<file path="src/rtl/modn_counter_pkg.sv">
// Shared definitions for the modulo-N counter primitive of the ADS1675
// capture path: the counter-width helper and the standard moduli.
package modn_counter_pkg;

  // Frame period at 2 MSPS, in sclk cycles.
  localparam int FRAME_2M  = 48;
  // Frame period at 4 MSPS, in sclk cycles.
  localparam int FRAME_4M  = 24;
  // DRDY pulse width, in sclk cycles.
  localparam int DRDY_W    = 3;
  // Bits per conversion word on the serial interface.
  localparam int WORD_BITS = 24;

  // Width needed to hold 0..n-1. It is never below one bit, so N=1 still
  // gets a real (constant-zero) count port.
  function automatic int cnt_width(input int n);
    return (n > 1) ? $clog2(n) : 1;
  endfunction

endpackage

</file>
<file path="src/rtl/modn_counter.sv">
// Modulo-N enable counter with a combinational terminal-count strobe.
// Reset (areset_n) is synchronous and active-low, so it may be driven from
// logic, e.g. ~co of another counter, to chain counters into pulses/windows.
// IS_NEGEDGE selects the active sclk edge for every flop.
// Optional build macro: MODN_COUNTER_SVA_EN compiles in protocol assertions.
module modn_counter
  import modn_counter_pkg::*;
#(
  parameter int N          = WORD_BITS,
  parameter bit IS_NEGEDGE = 1'b0
) (
  input  logic                    sclk,
  input  logic                    areset_n,
  input  logic                    en,
  output logic                    co,
  output logic [cnt_width(N)-1:0] cnt
);

  localparam int            CW   = cnt_width(N);
  localparam logic [CW-1:0] LAST = CW'(N - 1);

  logic          at_last;
  logic [CW-1:0] cnt_next;

  assign at_last = (cnt == LAST);

  // The strobe reflects the registered count and en in the same cycle; it is
  // deliberately not gated by areset_n, the instantiating block owns that.
  assign co = en & at_last;

  // Next-count selection: wrap at the terminal value, advance when enabled.
  always_comb begin
    // NOTE: default first, so every path assigns cnt_next and no latch forms.
    cnt_next = cnt;
    if (en) begin
      cnt_next = at_last ? '0 : cnt + 1'b1;
    end
  end

  if (IS_NEGEDGE) begin : g_negedge
    // Count register on the falling edge; reset takes priority over en.
    always_ff @(negedge sclk) begin
      // NOTE: non-blocking assignment, so every flop samples pre-edge values.
      if (!areset_n) cnt <= '0;
      else           cnt <= cnt_next;
    end
  end else begin : g_posedge
    // Count register on the rising edge; reset takes priority over en.
    always_ff @(posedge sclk) begin
      if (!areset_n) cnt <= '0;
      else           cnt <= cnt_next;
    end
  end

`ifdef MODN_COUNTER_SVA_EN
  if (N < 1) begin : g_bad_modulus
    $error("modn_counter: modulus N must be at least 1");
  end

  logic sva_clk;
  assign sva_clk = IS_NEGEDGE ? ~sclk : sclk;

  a_cnt_in_range: assert property (
    @(posedge sva_clk) disable iff (!areset_n) 32'(cnt) < N);

  a_co_at_last: assert property (
    @(posedge sva_clk) disable iff (!areset_n) co |-> (cnt == LAST));

  a_advance_by_one: assert property (
    @(posedge sva_clk) disable iff (!areset_n)
    (en && !co) |=> (cnt == $past(cnt) + 1'b1));
`endif

endmodule

</file>
<file path="config.mk">
export PLATFORM = sky130hd
export DESIGN_NAME = modn_counter
export DESIGN_NICKNAME = d
export VERILOG_FILES = /design/src/rtl/modn_counter_pkg.sv /design/src/rtl/modn_counter.sv
export SDC_FILE = /design/constraint.sdc
export NUM_CORES = 1
export LEC_CHECK = 0
export ABC_AREA = 1
export BUFFER_PORTS_ARGS = -buffer_cell sky130_fd_sc_hd__buf_2
export CAP_MARGIN = 5
export CELL_PAD_IN_SITES_DETAIL_PLACEMENT = 1
export CELL_PAD_IN_SITES_GLOBAL_PLACEMENT = 2
export CORE_AREA = 2 2 39 41
export CTS_CLUSTER_SIZE = 8
export DETAILED_ROUTE_END_ITERATION = 8
export DIE_AREA = 0 0 41 43
export PLACE_DENSITY = 0.6
export SYNTH_ARGS = -nofsm -noshare
export SYNTH_HDL_FRONTEND = slang
export SYNTH_SLANG_ARGS = --single-unit
</file>
<file path="constraint.sdc">
create_clock -name sclk -period 1.28 [get_ports sclk]
set_clock_uncertainty 0.1 [all_clocks]
set_input_delay 0.256 -clock sclk [delete_from_list [all_inputs] [get_ports sclk]]
set_output_delay 0.256 -clock sclk [all_outputs]
set_load 0.05 [all_outputs]
</file>
# --- Word-level counts from Yosys, hierarchy flattened ---
# Cells that the tools add are included.
classes:
  n_addsub: 1
  eq_ne: 1
  mux: 1
  n_bitwise: 1
ops:
  columns: ["operator", "count"]
  rows:
  - ["5-bit by 1-bit adder with 5-bit output (second input constant)", 1]
  - ["5-bit == test (second input constant)", 1]
  - ["5-bit two-way mux", 1]
  - ["1-bit bitwise AND", 1]
word_totals:
  reg_bits: 5
  input_bits: 3
  output_inout_bits: 6
  word_cells: 5

# --- Depth between registers and ports, before layout ---
# Gate-level depths: netlist of run 1.
logic_depth:
  word_depth: 2
  mapped_depth: 5
  ltp_nobuf: 5

# --- Worst setup path after synthesis of run 1 ---
# No wires, ideal clock.
synth_timing:
  path_kind: "register -> output"
  startpoint: "register cnt[0]"
  endpoint: "output port co"
  t_arrival_ps: 1742
  t_required_ps: 924
  setup_slack_ps: -818
  path_stages_with_launch: 4
  path_buffers: 0
  cell_sequence: "dfxtp_1 -> ha_1 -> nand3_2 -> nor2_1"
synth_via:
  elab_chain_len: 2
synth_lines:
  columns: ["item", "line_no", "text"]
  rows:
  - ["from (decl)", "modn_counter.sv:16", "output logic [cnt_width(N)-1:0] cnt"]
  - ["from (signal assigned)", "modn_counter.sv:51", "else cnt <= cnt_next;"]
  - ["5-bit == test", "modn_counter.sv:25", "assign at_last = (cnt == LAST);"]
  - ["1-bit bitwise AND", "modn_counter.sv:29", "assign co = en & at_last;"]
  - ["to (decl)", "modn_counter.sv:15", "output logic co,"]
# Every way passes these cells.

# --- Final worst setup path of run 1 ---
# Ends and elaborated chain as after synthesis.

==> out/metrics.cfg, run 1 <==
[final_layout]
largestRegisters=cnt (5)
layout.nets=54
drive_gt1_share_pct=53.1
area_delta_synth_final_pct=90.2
n_fill_cell=166
regMostFlops=cnt
antennaDiodeCount=0
multi_input_area_sq_um=155
final_util_pct=31.5
regArea_sq_um=110
layout_common_cells=nand2_1, buf_4, nor2_1, clkbuf_4
largest_reg_flops=5

[critical_path]
r2r_cells=5
cp.arrival_ps=1070
path_class=reg -> out
worstPathRequired_ps=920
crit_end=co
cp-start-kind=flip-flop
critPathMaxStageDelay_ps=350
path_cells=ha_4 -> nand3_4 -> nor2_4 -> buf_8
crit_fanout=2
rrSetupSlack_ps=130
rr_endpoint=cnt[0]
regToRegStartpoint=cnt[0]
endpoint_kind=primary output
crit_start=cnt[0]
crit_slowest_cell=dfxtp_4

[die]
top_level_ports=9
fp.dieH_um=43
die_area_sq_um=1760
rows=14
die_w_um=41
coreArea_sq_um=1380
start_util_pct=16.5

[synthesis]
yosysTopAreaCellShare_pct=43.7
yosysTopAreaCell=dfxtp_1
synth_warnings=0
synth_cell_types=11
synth.top_cells.by_area=dfxtp_1, nand2_1, nor2_1
synth-seq-cells=5
netlist_area_sq_um=229
synth_nets=35
synthCells=31
synth_seq_area_share_pct=43.7
syn_area_per_cell_sq_um=7.39

[route]
drtAntennaViolNets=0
viasPerCell=3.98
vias=259
drc=0
wl_um=698
dr.first_iter.drc_count=3
post_drt_wl_per_cell_um=10.7
drt_pre_antenna_iters=4

[power]
ir_drop_mv=0.430
combPwrFrac_pct=20.3
power_frac_seq_pct=37.1
pwr-share-clk_pct=42.6
p_per_area_nw_per_um2=1060
power_mw=0.461
p_int_mw=0.324
switching_share_pct=29.8
switchingPower_mw=0.137
cellLeakagePower_nw=0.179

[flow_run]
max-cap-violations=0

[outcome]
violations=negative setup slack
status=finished, violations left

[timing]
worst_slack_ps=-144
finalHoldViolCount=0
drv_slew=0
relSlewSlack_pct=83.4
setup-violations-final=1
fmax_mhz=702
worst_pin_slew_ps=250
rsz0062_at_grt=true
fin_crit_sh_pct=111
period_needed_ps=1420
hold_ws_ps=175

[place]
place_congestion=0.642
hpwl_um=528
io_buffers=8
place_ws_ps=-0.594

[global_route]
overflow=0
first_global_vias=261
grt_util_all_layers_pct=10.5
grt_max_degree=6
antenna_found_initial=0
grt_pass1_wl_mm=1.13

[clock_network]
clk_transition_reported_paths_ps=50
htree_num_levels=1
ctsHoldBuffers=0
clkSinkCount=5
clk_latency_ps=250
numCtsBuffers=3
cts_root_buf=clkbuf_4
cts_tree=done
cts_buffer_depth=2

[hold_path]
min_from=areset_n
hp-class=in -> reg

==> critical path, delay by kind of cell (launching register included) <==
family,cells,cell delay (ps)
DFF,1,350
buffers and inverters,1,150
adders and majority gates,1,150
and+or+nand+nor,2,170
==> logic make-up (layout without fill, tap and decap cells) <==
group	after synthesis	count (layout)	synth area share, %
AO/OA/AOI/OAI	6	6	14.7
XOR/XNOR	1	1	3.83
adder cells (fa/ha/maj)	1	1	5.46
buffers and inverters	3	21	4.92
flip-flops	5	5	43.7
AND/OR/NAND/NOR	15	15	27.3
==> timing repair <==
action,in CTS,in global routing
endpoints found under the setup margin,4,6
resized for setup,5,6
setup buffers,1,2
gates cloned,0,0
pin swaps,2,2
==> per-stage QoR <==
step,cells,setup TNS [ps],instance area [sq um]
after global placement,60,0,364
after floorplan,31,-83.0,267
after global routing,65,-183,435
after CTS,65,-166,412
final,65,-144,435
after detailed placement,60,-0.594,364
==> cell usage after synthesis (all sizes together) <==
cell type and number:
o21ai 3, nand2 8, a21oi 3, dfxtp 5, ha 1, xnor2 1
inv 3, nand3 1, nor2 6
==> layout make-up <==
class | instances | share of cell area (%)
Multi-Input combinational cell | 23 | 35.6
Timing Repair Buffer | 14 | 25.9
Sequential cell | 5 | 25.3
Clock buffer | 4 | 6.03
Tap cell | 16 | 4.60
Inverter | 3 | 2.59
==> layer usage <==
layer  vias up  wire, um  global-route usage [%]
met1       111       298                    12.2
met3         4        50                    4.71
met4         0        27                    10.0
met2         9       322                    13.4
met5         -         0                       0
li1        135         -                       -
==> worst min path at each step <==
stage	depth (start not counted)	end	slack, ps
floorplan	1	cnt[1]	240
global placement	3	cnt[4]	420
detailed placement	3	cnt[2]	430
CTS	3	cnt[4]	160
global route	3	cnt[4]	180
finish	3	cnt[4]	180
==> power groups by stage <==
stage | registers [mW] | clock network [mW] | logic [mW]
after floorplan | 0.202 | 0 | 0.0205
after global placement | 0.174 | 0 | 0.0761
after detailed placement | 0.174 | 0 | 0.0819
after CTS | 0.171 | 0.204 | 0.0861
after global routing | 0.172 | 0.218 | 0.102
final | 0.171 | 0.196 | 0.0935
(Power assumes the default switching activity.)
==> inputs of run 2 (changes only) <==
--- a/config.mk
+++ b/config.mk
@@ -14,7 +14,8 @@
 export CTS_CLUSTER_SIZE = 8
 export DETAILED_ROUTE_END_ITERATION = 8
 export DIE_AREA = 0 0 41 43
-export PLACE_DENSITY = 0.6
+export PLACE_DENSITY_LB_ADDON = 0.1
+export SLEW_MARGIN = 20
 export SYNTH_ARGS = -nofsm -noshare
 export SYNTH_HDL_FRONTEND = slang
 export SYNTH_SLANG_ARGS = --single-unit
==> out/metrics.cfg, run 2 (synthesis results as in run 1) <==
[route]
route.met2.wl_um=343
vias=268
drt_pre_antenna_iters=2
drc=0
drtAntennaViolNets=0
viasPerCell=4.19
highest_layer=met3
wl_met1_um=311
dr.first_iter.drc_count=6
post_drt_wl_per_cell_um=10.8
met3_length_um=38
wl_um=694

[hold_path]
min_from=areset_n
hp-class=in -> reg
holdPathStages=3
holdPathEnd=cnt[2]

[final_layout]
multi_input_area_sq_um=145
area_delta_synth_final_pct=81.4
n_fill_cell=173
regMostFlops=cnt
largest_reg_flops=5
drive_gt1_share_pct=50.0
layout.nets=53
largestRegisters=cnt (5)
antennaDiodeCount=0
final_cells=64
layout_common_cells=nand2_1, buf_4, nor2_1, buf_2
final_common_cell=nand2_1
final_cell_area_sq_um=415
regArea_sq_um=110

[timing]
fin_crit_sh_pct=111
rsz0062_at_grt=true
period_needed_ps=1430
finalHoldViolCount=0
hold_ws_ps=174
drv_slew=0
worst_slack_ps=-146
setup_tns_ps=-146
setup-violations-final=1
worst_pin_slew_ps=252
fmax_mhz=701
relSlewSlack_pct=83.3

[place]
hpwl_um=563
dpl.cell_count=60
placed_cell_area_sq_um=364
io_buffers=8
place_congestion=0.601

[global_route]
grt_pass1_wl_mm=1.13
grt_max_degree=6
first_global_vias=256
grt_util_all_layers_pct=10.7
overflow=0
antenna_found_initial=0

[die]
die_area_sq_um=1760
die_w_um=41
fp.dieH_um=43
coreArea_sq_um=1380
start_util_pct=16.5
rows=14
top_level_ports=9

[critical_path]
regToRegStartpoint=cnt[1]
path_cells=ha_4 -> nand3_4 -> nor2_4 -> buf_8
rr_endpoint=cnt[3]
crit_fanout=2
r2r_cells=5
rrSetupSlack_ps=140
endpoint_kind=primary output
worstPathRequired_ps=920
crit_slowest_cell=dfxtp_4
critPathMaxStageDelay_ps=350
cp-start-kind=flip-flop
path_class=reg -> out
cp.arrival_ps=1070

[clock_network]
clkSinkCount=5
numCtsBuffers=3
htree_num_levels=1
cts_buffer_depth=2
cts_root_buf=clkbuf_4
clk_latency_ps=240
cts_setup_buffers=0
clk_transition_reported_paths_ps=50
cts_tree=done

[outcome]
status=finished, violations left
violations=negative setup slack

[power]
ir_drop_mv=0.358
cellLeakagePower_nw=0.174
p_per_area_nw_per_um2=1070

[flow_run]
max-cap-violations=0

## run 2: what timing repair did
item                                    in CTS  in global routing
pin swaps                                    1                  0
gates resized for setup                      6                  2
endpoints found under the setup margin       4                  3
hold buffers                                 0                  0
## run 2: area by class of cell
type                       count  area share (%)
sequential                     5            26.5
timing repair buffer          13            24.7
clock buffer                   4            6.33
inverter                       3            2.71
tap                           16            4.82
multi-input combinational     23            34.9
## run 2: report_power, final
| part | total, mW | internal [mW] | switching, mW |
|---|---|---|---|
| combinational | 0.0869 | 0.0368 | 0.0502 |
| clock | 0.184 | 0.118 | 0.0660 |
| sequential | 0.172 | 0.164 | 0.00826 |
| total | 0.443 | 0.319 | 0.124 |
## run 2: how the worst max path moves through the flow
stage / from / endpoint / slack (ps) / depth (start not counted)
floorplan: cnt[0] / co / -80 / 3
detailed placement: cnt[1] / co / -9 / 4
global route: cnt[1] / co / -190 / 4
CTS: cnt[1] / co / -170 / 4
global placement: cnt[1] / co / 20 / 4
finish: cnt[1] / co / -150 / 4
## run 2: critical path, delay by kind of cell (launching register included)
kind,cells,cell delay (ps)
simple gates,2,170
fa+ha+maj,1,150
flops,1,350
buf+inv,1,150
## run 2: stage by stage
step,setup WS (ps),total power [mW],util (%)
after floorplan,-83.0,0.222,-
after global placement,24.0,0.252,26.3
after detailed placement,-9.08,0.255,26.3
after CTS,-170,0.454,29.5
after global routing,-190,0.480,30.0
final,-146,0.443,30.0
## run 2: routing by layer
metal,up-vias,GRT usage (%)
li1,135,-
met1,126,12.3
met2,7,12.8
met3,0,7.85
met4,0,8.00
met5,-,0
